### src/rtl/rop_req_gen_pkg.sv
// Shared ROP types: DCR view, queue entry, per-fragment request, and the lane picker.
package rop_req_gen_pkg;

    localparam int NUM_THREADS       = 4;
    localparam int ROP_DIM_BITS      = 16;
    localparam int ROP_DEPTH_BITS    = 24;
    localparam int ROP_REQ_LANE_BITS = (NUM_THREADS > 1) ? $clog2(NUM_THREADS) : 1;

    typedef struct packed {
        logic [31:0] cbuf_addr;
        logic [31:0] cbuf_pitch;
        logic [31:0] zbuf_addr;
        logic [31:0] zbuf_pitch;
        logic        depth_enable;
        logic        stencil_front_enable;
        logic        stencil_back_enable;
    } rop_dcrs_t;

    typedef struct packed {
        logic [NUM_THREADS-1:0]                     tmask;
        logic [NUM_THREADS-1:0][ROP_DIM_BITS-1:0]   pos_x;
        logic [NUM_THREADS-1:0][ROP_DIM_BITS-1:0]   pos_y;
        logic [NUM_THREADS-1:0][31:0]               color;
        logic [NUM_THREADS-1:0][ROP_DEPTH_BITS-1:0] depth;
        logic                                       backface;
    } rop_queue_entry;

    typedef struct packed {
        logic [ROP_REQ_LANE_BITS-1:0] lane;
        logic [ROP_DIM_BITS-1:0]      pos_x;
        logic [ROP_DIM_BITS-1:0]      pos_y;
        logic [31:0]                  color;
        logic [ROP_DEPTH_BITS-1:0]    depth;
        logic                         backface;
        logic [31:0]                  cbuf_addr;
        logic [31:0]                  zbuf_addr;
        logic                         zbuf_en;
        logic                         last;
    } rop_req_t;

    typedef enum logic {
        ST_IDLE  = 1'b0,
        ST_ISSUE = 1'b1
    } rop_req_state_e;

    // Fixed-priority encoder: index of the lowest set bit, 0 for an empty mask.
    function automatic logic [ROP_REQ_LANE_BITS-1:0] rop_lowest_lane(input logic [NUM_THREADS-1:0] mask);
        rop_lowest_lane = '0;
        for (int i = NUM_THREADS - 1; i >= 0; i--) begin
            if (mask[i]) begin
                rop_lowest_lane = ROP_REQ_LANE_BITS'(i);
            end
        end
    endfunction

endpackage

### src/rtl/rop_req_gen_addr_calc.sv
// Surface byte address: base + y*pitch + (x<<2), everything modulo 2^32.
// Latency: combinational. Backpressure: none, pure datapath.
module rop_addr_calc
    import rop_req_gen_pkg::*;
#(
    parameter int DIM_BITS = ROP_DIM_BITS
) (
    input  logic [31:0]         base,
    input  logic [31:0]         pitch,
    input  logic [DIM_BITS-1:0] pos_x,
    input  logic [DIM_BITS-1:0] pos_y,
    output logic [31:0]         addr
);

    logic [31:0] x_ext;
    logic [31:0] y_ext;
    logic [31:0] row_off;

    always_comb begin
        x_ext   = 32'(pos_x);
        y_ext   = 32'(pos_y);
        row_off = y_ext * pitch;
        addr    = base + row_off + (x_ext << 2);
    end

endmodule

### src/rtl/rop_req_gen.sv
// Serializes a warp-wide ROP queue entry into one memory request per active lane.
// Latency: first request one cycle after accept, then one per cycle; next entry reloads on the last handshake.
// Backpressure: out_ready low freezes the held request; in_ready only in IDLE or on the last handshake.
// Depth/stencil addressing is present only when ROP_REQ_ZBUF_EN is defined.
module rop_req_gen
    import rop_req_gen_pkg::*;
#(
    parameter int NUM_LANES  = NUM_THREADS,
    parameter int DIM_BITS   = ROP_DIM_BITS,
    parameter int DEPTH_BITS = ROP_DEPTH_BITS
) (
    input  logic           clk,
    input  logic           reset,
    input  rop_dcrs_t      dcrs,
    input  logic           in_valid,
    output logic           in_ready,
    input  rop_queue_entry in_entry,
    output logic           out_valid,
    input  logic           out_ready,
    output rop_req_t       out_req
);

    rop_req_state_e        state_q, state_d;
    logic [NUM_LANES-1:0]  pending_q, pending_d;
    rop_queue_entry        entry_q, entry_d;
    rop_dcrs_t             dcrs_q, dcrs_d;
    rop_req_t              out_req_q, out_req_d;

    logic                  out_fire;
    logic                  accept;
    logic [NUM_LANES-1:0]  pending_after;

    rop_queue_entry        src_entry;
    rop_dcrs_t             src_dcrs;
    logic [NUM_LANES-1:0]  src_pend;
    logic [ROP_REQ_LANE_BITS-1:0] src_lane;
    logic                  src_last;
    logic [31:0]           cbuf_addr_w;
    logic [31:0]           zbuf_addr_w;
    logic                  zbuf_en_w;
    rop_req_t              req_next;

    always_ff @(posedge clk or posedge reset) begin
        if (reset) begin
            state_q   <= ST_IDLE;
            pending_q <= '0;
            entry_q   <= '0;
            dcrs_q    <= '0;
            out_req_q <= '0;
        end else begin
            state_q   <= state_d;
            pending_q <= pending_d;
            entry_q   <= entry_d;
            dcrs_q    <= dcrs_d;
            out_req_q <= out_req_d;
        end
    end

    always_comb begin
        out_valid = (state_q == ST_ISSUE);
        out_fire  = out_valid && out_ready;
        in_ready  = (state_q == ST_IDLE) || (out_fire && out_req_q.last);
        accept    = in_valid && in_ready;
        out_req   = out_req_q;
    end

    // The next request is built from the incoming entry on a reload, else from the held one.
    always_comb begin
        pending_after = pending_q & ~(NUM_LANES'(1) << out_req_q.lane);
        src_entry     = entry_q;
        src_dcrs      = dcrs_q;
        src_pend      = pending_after;
        if (accept) begin
            src_entry = in_entry;
            src_dcrs  = dcrs;
            src_pend  = in_entry.tmask;
        end
        src_lane = rop_lowest_lane(src_pend);
        src_last = ((src_pend & ~(NUM_LANES'(1) << src_lane)) == '0);
    end

    rop_addr_calc #(.DIM_BITS(DIM_BITS)) u_cbuf_addr (
        .base  (src_dcrs.cbuf_addr),
        .pitch (src_dcrs.cbuf_pitch),
        .pos_x (src_entry.pos_x[src_lane]),
        .pos_y (src_entry.pos_y[src_lane]),
        .addr  (cbuf_addr_w)
    );

`ifdef ROP_REQ_ZBUF_EN
    rop_addr_calc #(.DIM_BITS(DIM_BITS)) u_zbuf_addr (
        .base  (src_dcrs.zbuf_addr),
        .pitch (src_dcrs.zbuf_pitch),
        .pos_x (src_entry.pos_x[src_lane]),
        .pos_y (src_entry.pos_y[src_lane]),
        .addr  (zbuf_addr_w)
    );
    assign zbuf_en_w = src_dcrs.depth_enable | src_dcrs.stencil_front_enable
                     | src_dcrs.stencil_back_enable;
`else
    logic unused_zbuf_dcrs;
    assign zbuf_addr_w      = '0;
    assign zbuf_en_w        = 1'b0;
    assign unused_zbuf_dcrs = ^{src_dcrs.zbuf_addr, src_dcrs.zbuf_pitch, src_dcrs.depth_enable,
                                src_dcrs.stencil_front_enable, src_dcrs.stencil_back_enable};
`endif

    logic unused_held_tmask;
    assign unused_held_tmask = ^src_entry.tmask;

    always_comb begin
        req_next           = '0;
        req_next.lane      = src_lane;
        req_next.pos_x     = src_entry.pos_x[src_lane];
        req_next.pos_y     = src_entry.pos_y[src_lane];
        req_next.color     = src_entry.color[src_lane];
        req_next.depth     = DEPTH_BITS'(src_entry.depth[src_lane]);
        req_next.backface  = src_entry.backface;
        req_next.cbuf_addr = cbuf_addr_w;
        req_next.zbuf_addr = zbuf_addr_w;
        req_next.zbuf_en   = zbuf_en_w;
        req_next.last      = src_last;
    end

    always_comb begin
        state_d   = state_q;
        pending_d = pending_q;
        entry_d   = entry_q;
        dcrs_d    = dcrs_q;
        out_req_d = out_req_q;
        if (accept) begin
            if (in_entry.tmask != '0) begin
                state_d   = ST_ISSUE;
                pending_d = in_entry.tmask;
                entry_d   = in_entry;
                dcrs_d    = dcrs;
                out_req_d = req_next;
            end else begin
                state_d   = ST_IDLE;
                pending_d = '0;
            end
        end else if (out_fire) begin
            if (out_req_q.last) begin
                state_d   = ST_IDLE;
                pending_d = '0;
            end else begin
                pending_d = pending_after;
                out_req_d = req_next;
            end
        end
    end

endmodule

### config.mk
export PLATFORM = sky130hd
export DESIGN_NAME = rop_req_gen
export DESIGN_NICKNAME = d
export VERILOG_FILES = /design/src/rtl/rop_req_gen_pkg.sv /design/src/rtl/rop_req_gen_addr_calc.sv /design/src/rtl/rop_req_gen.sv
export SDC_FILE = /design/constraint.sdc
export NUM_CORES = 2
export LEC_CHECK = 0
export CORE_ASPECT_RATIO = 0.75
export CORE_UTILIZATION = 30
export DETAILED_ROUTE_END_ITERATION = 7
export GPL_TIMING_DRIVEN = 0
export MAX_ROUTING_LAYER = met4
export PLACE_DENSITY = 0.51
export SYNTH_ARGS = -nofsm -noshare
export SYNTH_HDL_FRONTEND = slang
export SYNTH_SLANG_ARGS = --single-unit
### constraint.sdc
create_clock -name clk -period 37.5 [get_ports clk]
set_input_delay 7.5 -clock clk [delete_from_list [all_inputs] [get_ports clk]]
set_output_delay 7.5 -clock clk [all_outputs]
set_load 0.1 [all_outputs]
# ---- After elaboration in Yosys (flattened, before gate mapping)
# Cells that the tools add are included.
dict set report classes {
  eq_ne 2
  shifts 2
  addsub 2
  mul 1
  mux 27
  n_lt_le_gt_ge 1
  bitwise_logic 5
  n_reduce_logical 12
}
# cell count
set op_table {}
lappend op_table {{157-bit 2-to-1 mux} 4}
lappend op_table {{353-bit 2-to-1 mux} 1}
lappend op_table {{131-bit 2-to-1 mux} 1}
lappend op_table {{16-bit binary-select mux with 2-bit select} 2}
lappend op_table {{32-bit binary-select mux with 2-bit select} 1}
lappend op_table {{24-bit binary-select mux with 2-bit select} 1}
lappend op_table {{32-bit by 18-bit adder with 32-bit output} 1}
lappend op_table {{32-bit adder} 1}
lappend op_table {{16-bit by 32-bit multiplier with 32-bit output} 1}
lappend op_table {{16-bit 2-to-1 mux} 2}
lappend op_table {{32-bit 2-to-1 mux} 1}
lappend op_table {{24-bit 2-to-1 mux} 1}
lappend op_table {{4-bit 2-to-1 mux} 5}
lappend op_table {{4-bit bitwise AND} 2}
lappend op_table {{2-bit 2-to-1 mux} 4}
lappend op_table {{4-bit NOT} 2}
lappend op_table {{1-bit by 2-bit << shifter with 4-bit output, first input constant} 2}
lappend op_table {{2-bit AND reduction} 3}
lappend op_table {{4-bit logical NOT} 1}
lappend op_table {{1-bit 2-to-1 mux} 4}
lappend op_table {{2-bit by 1-bit inequality test with 1-bit output, second input constant} 2}
lappend op_table {{2-bit nonzero test} 2}
lappend op_table {{4-bit nonzero test} 1}
lappend op_table {{1-bit logical AND} 3}
lappend op_table {{other kinds (4)} 4}
dict set report word_totals {
  input_bits 492
  out_inout_bits 159
  reg_bits 646
  word_cells 88
}

# ---- Longest topological paths before layout
dict set report depth {
  ltp_word 17
  mapped_depth 36
  ltp_nobuf 32
}

# ---- Cells and area by module
# A second synthesis with hierarchy kept.
dict set report hier_totals {
  hier_cells 5297
  hier_area_um2 42540.8
}
# mod area_each_um2 instances cells_per_inst
set by_module_without_submodules {}
lappend by_module_without_submodules {rop_req_gen 29619.7 1 3825}
lappend by_module_without_submodules {rop_addr_calc 12921.1 1 1472}

# ---- Worst setup path before layout
# No wires, ideal clock.
dict set report synth_timing {
  kind {input to output}
  from {input port out_ready}
  to {output port in_ready}
  slack_ns 22.058
  cell_stages 2
  arrival_time_ns 7.942
  path_cell_list {a21boi_2 > inv_2}
}
dict set report synth_between {
  elab_chain_cells 3
}
# item line_no
set synth_lines {}
lappend synth_lines {{from (decl)} rop_req_gen.sv:19} ;# input logic out_ready,
lappend synth_lines {{1-bit logical AND} rop_req_gen.sv:61} ;# out_fire = out_valid && out_ready;
lappend synth_lines {{1-bit logical AND} rop_req_gen.sv:62} ;# in_ready = (state_q == ST_IDLE) || (out_fire && out_req_q.last);
lappend synth_lines {{1-bit logical OR} rop_req_gen.sv:62}
lappend synth_lines {{to (decl)} rop_req_gen.sv:16} ;# output logic in_ready,
# Every way passes these cells.

# ---- Final worst setup path
dict set report layout_timing {
  from {input port in_valid}
  to {register out_req_q (netlist bit out_req[61])}
}
dict set report layout_between {
  elab_chain_cells 14
  word_cells_on_any_way 23
}
# item line_no
set layout_lines {}
lappend layout_lines {{from (decl)} rop_req_gen.sv:15} ;# input logic in_valid,
lappend layout_lines {{1-bit logical AND *} rop_req_gen.sv:63} ;# accept = in_valid && in_ready;
lappend layout_lines {{4-bit 2-to-1 mux} rop_req_gen.sv:73} ;# if (accept) begin
lappend layout_lines {{2-bit 2-to-1 mux (4 in a row)} rop_req_gen_pkg.sv:50} ;# if (mask[i]) begin
lappend layout_lines {{16-bit binary-select mux with 2-bit select} rop_req_gen.sv:86} ;# .pos_y (src_entry.pos_y[src_lane]),
lappend layout_lines {{16-bit 2-to-1 mux (implied by the code)} rop_req_gen.sv:86}
lappend layout_lines {{16-bit by 32-bit multiplier with 32-bit output} rop_req_gen_addr_calc.sv:22} ;# row_off = y_ext * pitch;
lappend layout_lines {{32-bit adder} rop_req_gen_addr_calc.sv:23} ;# addr = base + row_off + (x_ext << 2);
lappend layout_lines {{32-bit by 18-bit adder with 32-bit output} rop_req_gen_addr_calc.sv:23}
lappend layout_lines {{157-bit 2-to-1 mux} rop_req_gen.sv:143} ;# if (out_req_q.last) begin
lappend layout_lines {{157-bit 2-to-1 mux} rop_req_gen.sv:142} ;# end else if (out_fire) begin
lappend layout_lines {{157-bit 2-to-1 mux} rop_req_gen.sv:131} ;# if (accept) begin
lappend layout_lines {{to (signal assigned)} rop_req_gen.sv:55} ;# out_req_q <= out_req_d;
lappend layout_lines {{to (decl)} rop_req_gen.sv:27} ;# rop_req_t out_req_q, out_req_d;
# Every way passes the cells marked *; elsewhere a longest branch is shown, timed or not. The select of a mux whose other input is x is not followed.
# A chain may end at the register's enable or synchronous reset.

==> out/summary.md <==
## Setup path
- 11 — worst-path fanout max
- primary input — critical path launch point type
- in2reg — startpoint-to-endpoint class of the critical path
- sky130_fd_sc_hd__clkbuf_1 — Critical Path Slowest Stage Cell
- 19.07 ns — critical path arrival
- buffers and inverters — CP delay by family, top
- 0.82 ns — maximum single-stage delay on the critical path
- 38.00 ns — required arrival time at the worst endpoint
- flop — Worst Setup End Kind
- out_req[0]$_DFFE_PP0P_ — start of the worst register-to-register path
- 12 — worst path buffer plus inverter count
- in_valid — launching instance or port of the critical path

## Run status
- complete, but fails checks — run status
- max-capacitance violations, max-slew violations — violations in the final reports

## GRT
- 0 — total overflow reported by the global router
- 226 mm — global-route wire length before repair
- 31200 — via count of the first global-routing pass
- 55 — antenna violations before repair
- 114 — largest net degree at the start of global routing
- 0.246 — Tot GR Track Use

## Layout
- 6149 — Finished Layout Cells
- 0.173 — fraction of final layout cells sized beyond drive strength 1
- 5223 — total number of nets in the final design
- 0.384 — end-of-flow core utilization
- 12900 — count of fill cells added during filler insertion
- 26.5% — area delta synth->final
- 49800 um^2 — post-layout instance area

## Clocking
- yes — CTS tree
- sky130_fd_sc_hd__clkbuf_16 — Root Driver
- 0 — post-cts sizing count
- 68 — number of CTS-inserted buffers
- 0.70 ns — source-to-sink clock delay at the later pin of the worst-skew pair
- 3 — maximum buffer depth of the clock tree
- 0 — count of buffers added by post-CTS timing repair for setup
- 0 — count of hold buffers inserted by post-cts repair
- 3 — number of H-tree levels
- 0.05 ns — clock transition at the register clock pins on the worst setup and hold paths after CTS
- 546 — clk sinks

## Timing
- -0.0306 — max-slew headroom at the worst pin
- no — unrepaired setup endpoints after global routing
- 10 — Final Max Tran Viols
- 53.9 MHz — Fmax
- 18.57 ns — final critical-path required period
- 0.0447 ns — Final Skew
- 0 — Setup-failing EPs final
- 0 — Final Hold Vio Count
- 1.50 ns — slew at the pin closest to its max-slew limit
- 0.495 — fraction of the cycle the final worst path needs
- 0 ns — summed negative setup slack over all endpoints

## Synth
- sky130_fd_sc_hd__dfrtp_1 — dominant synthesized flop cell
- 0 — count of synthesis-stage warnings from yosys
- 0 — number of flops mapped to enable cells by yosys
- 3640 — synthesized instance count
- 39400 um^2 — area of the mapped netlist
- 10.8 um^2 — Post-Synthesis Mean Instance Area
- 0.347 — proportion of synthesized chip area in sequential cells
- 1.00 — share of flip-flops with an asynchronous set or reset after synthesis
- 84 — post-synth cell types
- 546 — number of synthesized register bits

## Die
- 316 um — Die Y
- 0.304 — effective utilization at floorplan
- 133000 um^2 — die outline area
- 130000 um^2 — area of the core
- 651 — number of placed I/O pins
- 421 um — die outline width
- 114 — num rows

## Placed design
- 127 mm — Post-DP HPWL
- 548 — total of buffers placed on input and output ports
- 5970 — number of placed instances with taps included
- 47400 um^2 — Area after DPL
- 0.974 — gpl congestion

## Detailed routing
- 0 — Post-route DRC
- 25.8 um — routed len/inst
- 158 mm — total wire length
- 30400 — DR vias
- 5 — TritonRoute pass-1 iters
- 2216 — 1st-iter DRT viols
- 4.94 — post-detailed-route via-to-cell ratio
- 0 — count of antenna-violating nets left after detailed routing

## Job
- 2 — max-cap violation count

## Hold path
- reg2reg — class of the tightest hold or removal check
- out_req[38]$_DFFE_PP0P_ — worst min-delay path startpoint

[cell usage in the layout (no fill, tap or decap), types with 82 or more instances in the layout]
cell type / count
sky130_fd_sc_hd__inv_1: 415
sky130_fd_sc_hd__dfrtp_1: 546
sky130_fd_sc_hd__mux2i_1: 182
sky130_fd_sc_hd__clkbuf_1: 151
sky130_fd_sc_hd__a21oi_1: 172
sky130_fd_sc_hd__clkdlybuf4s50_1: 548
sky130_fd_sc_hd__ha_1: 82
sky130_fd_sc_hd__nor2_1: 271
sky130_fd_sc_hd__nand2_1: 473
sky130_fd_sc_hd__mux2_2: 435
sky130_fd_sc_hd__fa_1: 349
[Yosys cell counts, drive strengths merged (32+ instances only)]
master | count | area share
xnor2 | 32 | 0.0071
mux2 | 435 | 0.12
mux2i | 188 | 0.048
mux4 | 73 | 0.042
buf | 99 | 0.015
inv | 418 | 0.040
ha | 82 | 0.026
dfrtp | 546 | 0.35
nand2 | 474 | 0.045
a21oi | 172 | 0.022
fa | 349 | 0.18
o21ai | 48 | 0.0064
clkbuf | 134 | 0.013
o22ai | 60 | 0.0095
nor2 | 272 | 0.026
[per-stage QoR]
step                hold slack [ns]  worst slack (ns)
detailed placement            0.459             18.30
floorplan                     0.471             14.74
global placement              0.455              5.80
finish                        0.467             18.93
CTS                           0.472             18.98
global route                  0.501             18.33
[per-layer routing]
| metal | share of wire | vias up | track usage |
|---|---|---|---|
| met4 | 0.044 | 0 | 0.101 |
| met1 | 0.42 | 15600 | 0.315 |
| met2 | 0.45 | 1123 | 0.363 |
| li1 | - | 13500 | - |
| met3 | 0.083 | 240 | 0.0695 |
| met5 | 0 | - | - |
[worst reg2reg max path: cells and delay by family (launching register included)]
family,cells,cell delay [ns]
AOI/OAI and AO/OA,9,2.24
and+or+nand+nor,4,1.12
DFF,1,0.45
adders and majority gates,7,3.68
xor gates and xnor gates,1,0.14
buffers and inverters,11,3.97
[layout make-up]
| cell class | instances | area (um^2) | share of cell area |
|---|---|---|---|
| timing repair buffer | 558 | 5690 | 0.114 |
| clock buffer | 102 | 1990 | 0.0399 |
| multi-input combinational | 2475 | 23300 | 0.466 |
| clock inverter | 21 | 284 | 0.00570 |
| sequential | 546 | 13700 | 0.274 |
| antenna | 56 | 140 | 0.00281 |
| tap | 1740 | 2180 | 0.0437 |
| buffer | 233 | 1080 | 0.0216 |
| inverter | 418 | 1580 | 0.0316 |
[sequential cells by signal, indices dropped and copies added (netlist names)]
signal,cells
pending_q,4
out_req,124
out_valid,1
entry_q,353
dcrs_q,64
[path summary, 6_finish.rpt]
path | endpoint | slack, ns | depth (start not counted)
hold / removal | out_req[38]$_DFFE_PP0P_ | 0.47 | 2
hold reg to reg | out_req[38]$_DFFE_PP0P_ | 0.47 | 2
max in group asynchronous | out_req[51]$_DFFE_PP0P_ | 28.62 | 4
setup reg to reg | out_req[61]$_DFFE_PP0P_ | 25.73 | 32
min in group asynchronous | entry_q[241]$_DFFE_PP0P_ | 7.32 | 2
setup / recovery | out_req[61]$_DFFE_PP0P_ | 18.93 | 32
[cell families after synthesis]
logic type,after synthesis,share of synthesized area
and+or+nand+nor,856,0.0891
muxes,696,0.214
buffers and inverters,651,0.0671
DFF,546,0.347
adders and majority gates,432,0.204
AOI/OAI and AO/OA,407,0.0659
xor gates and xnor gates,51,0.0134
other,1,0.0000951
Power is left out: the tool's default activity adds up to more than one toggle a clock period on the data nets, which glitch-free logic cannot reach.
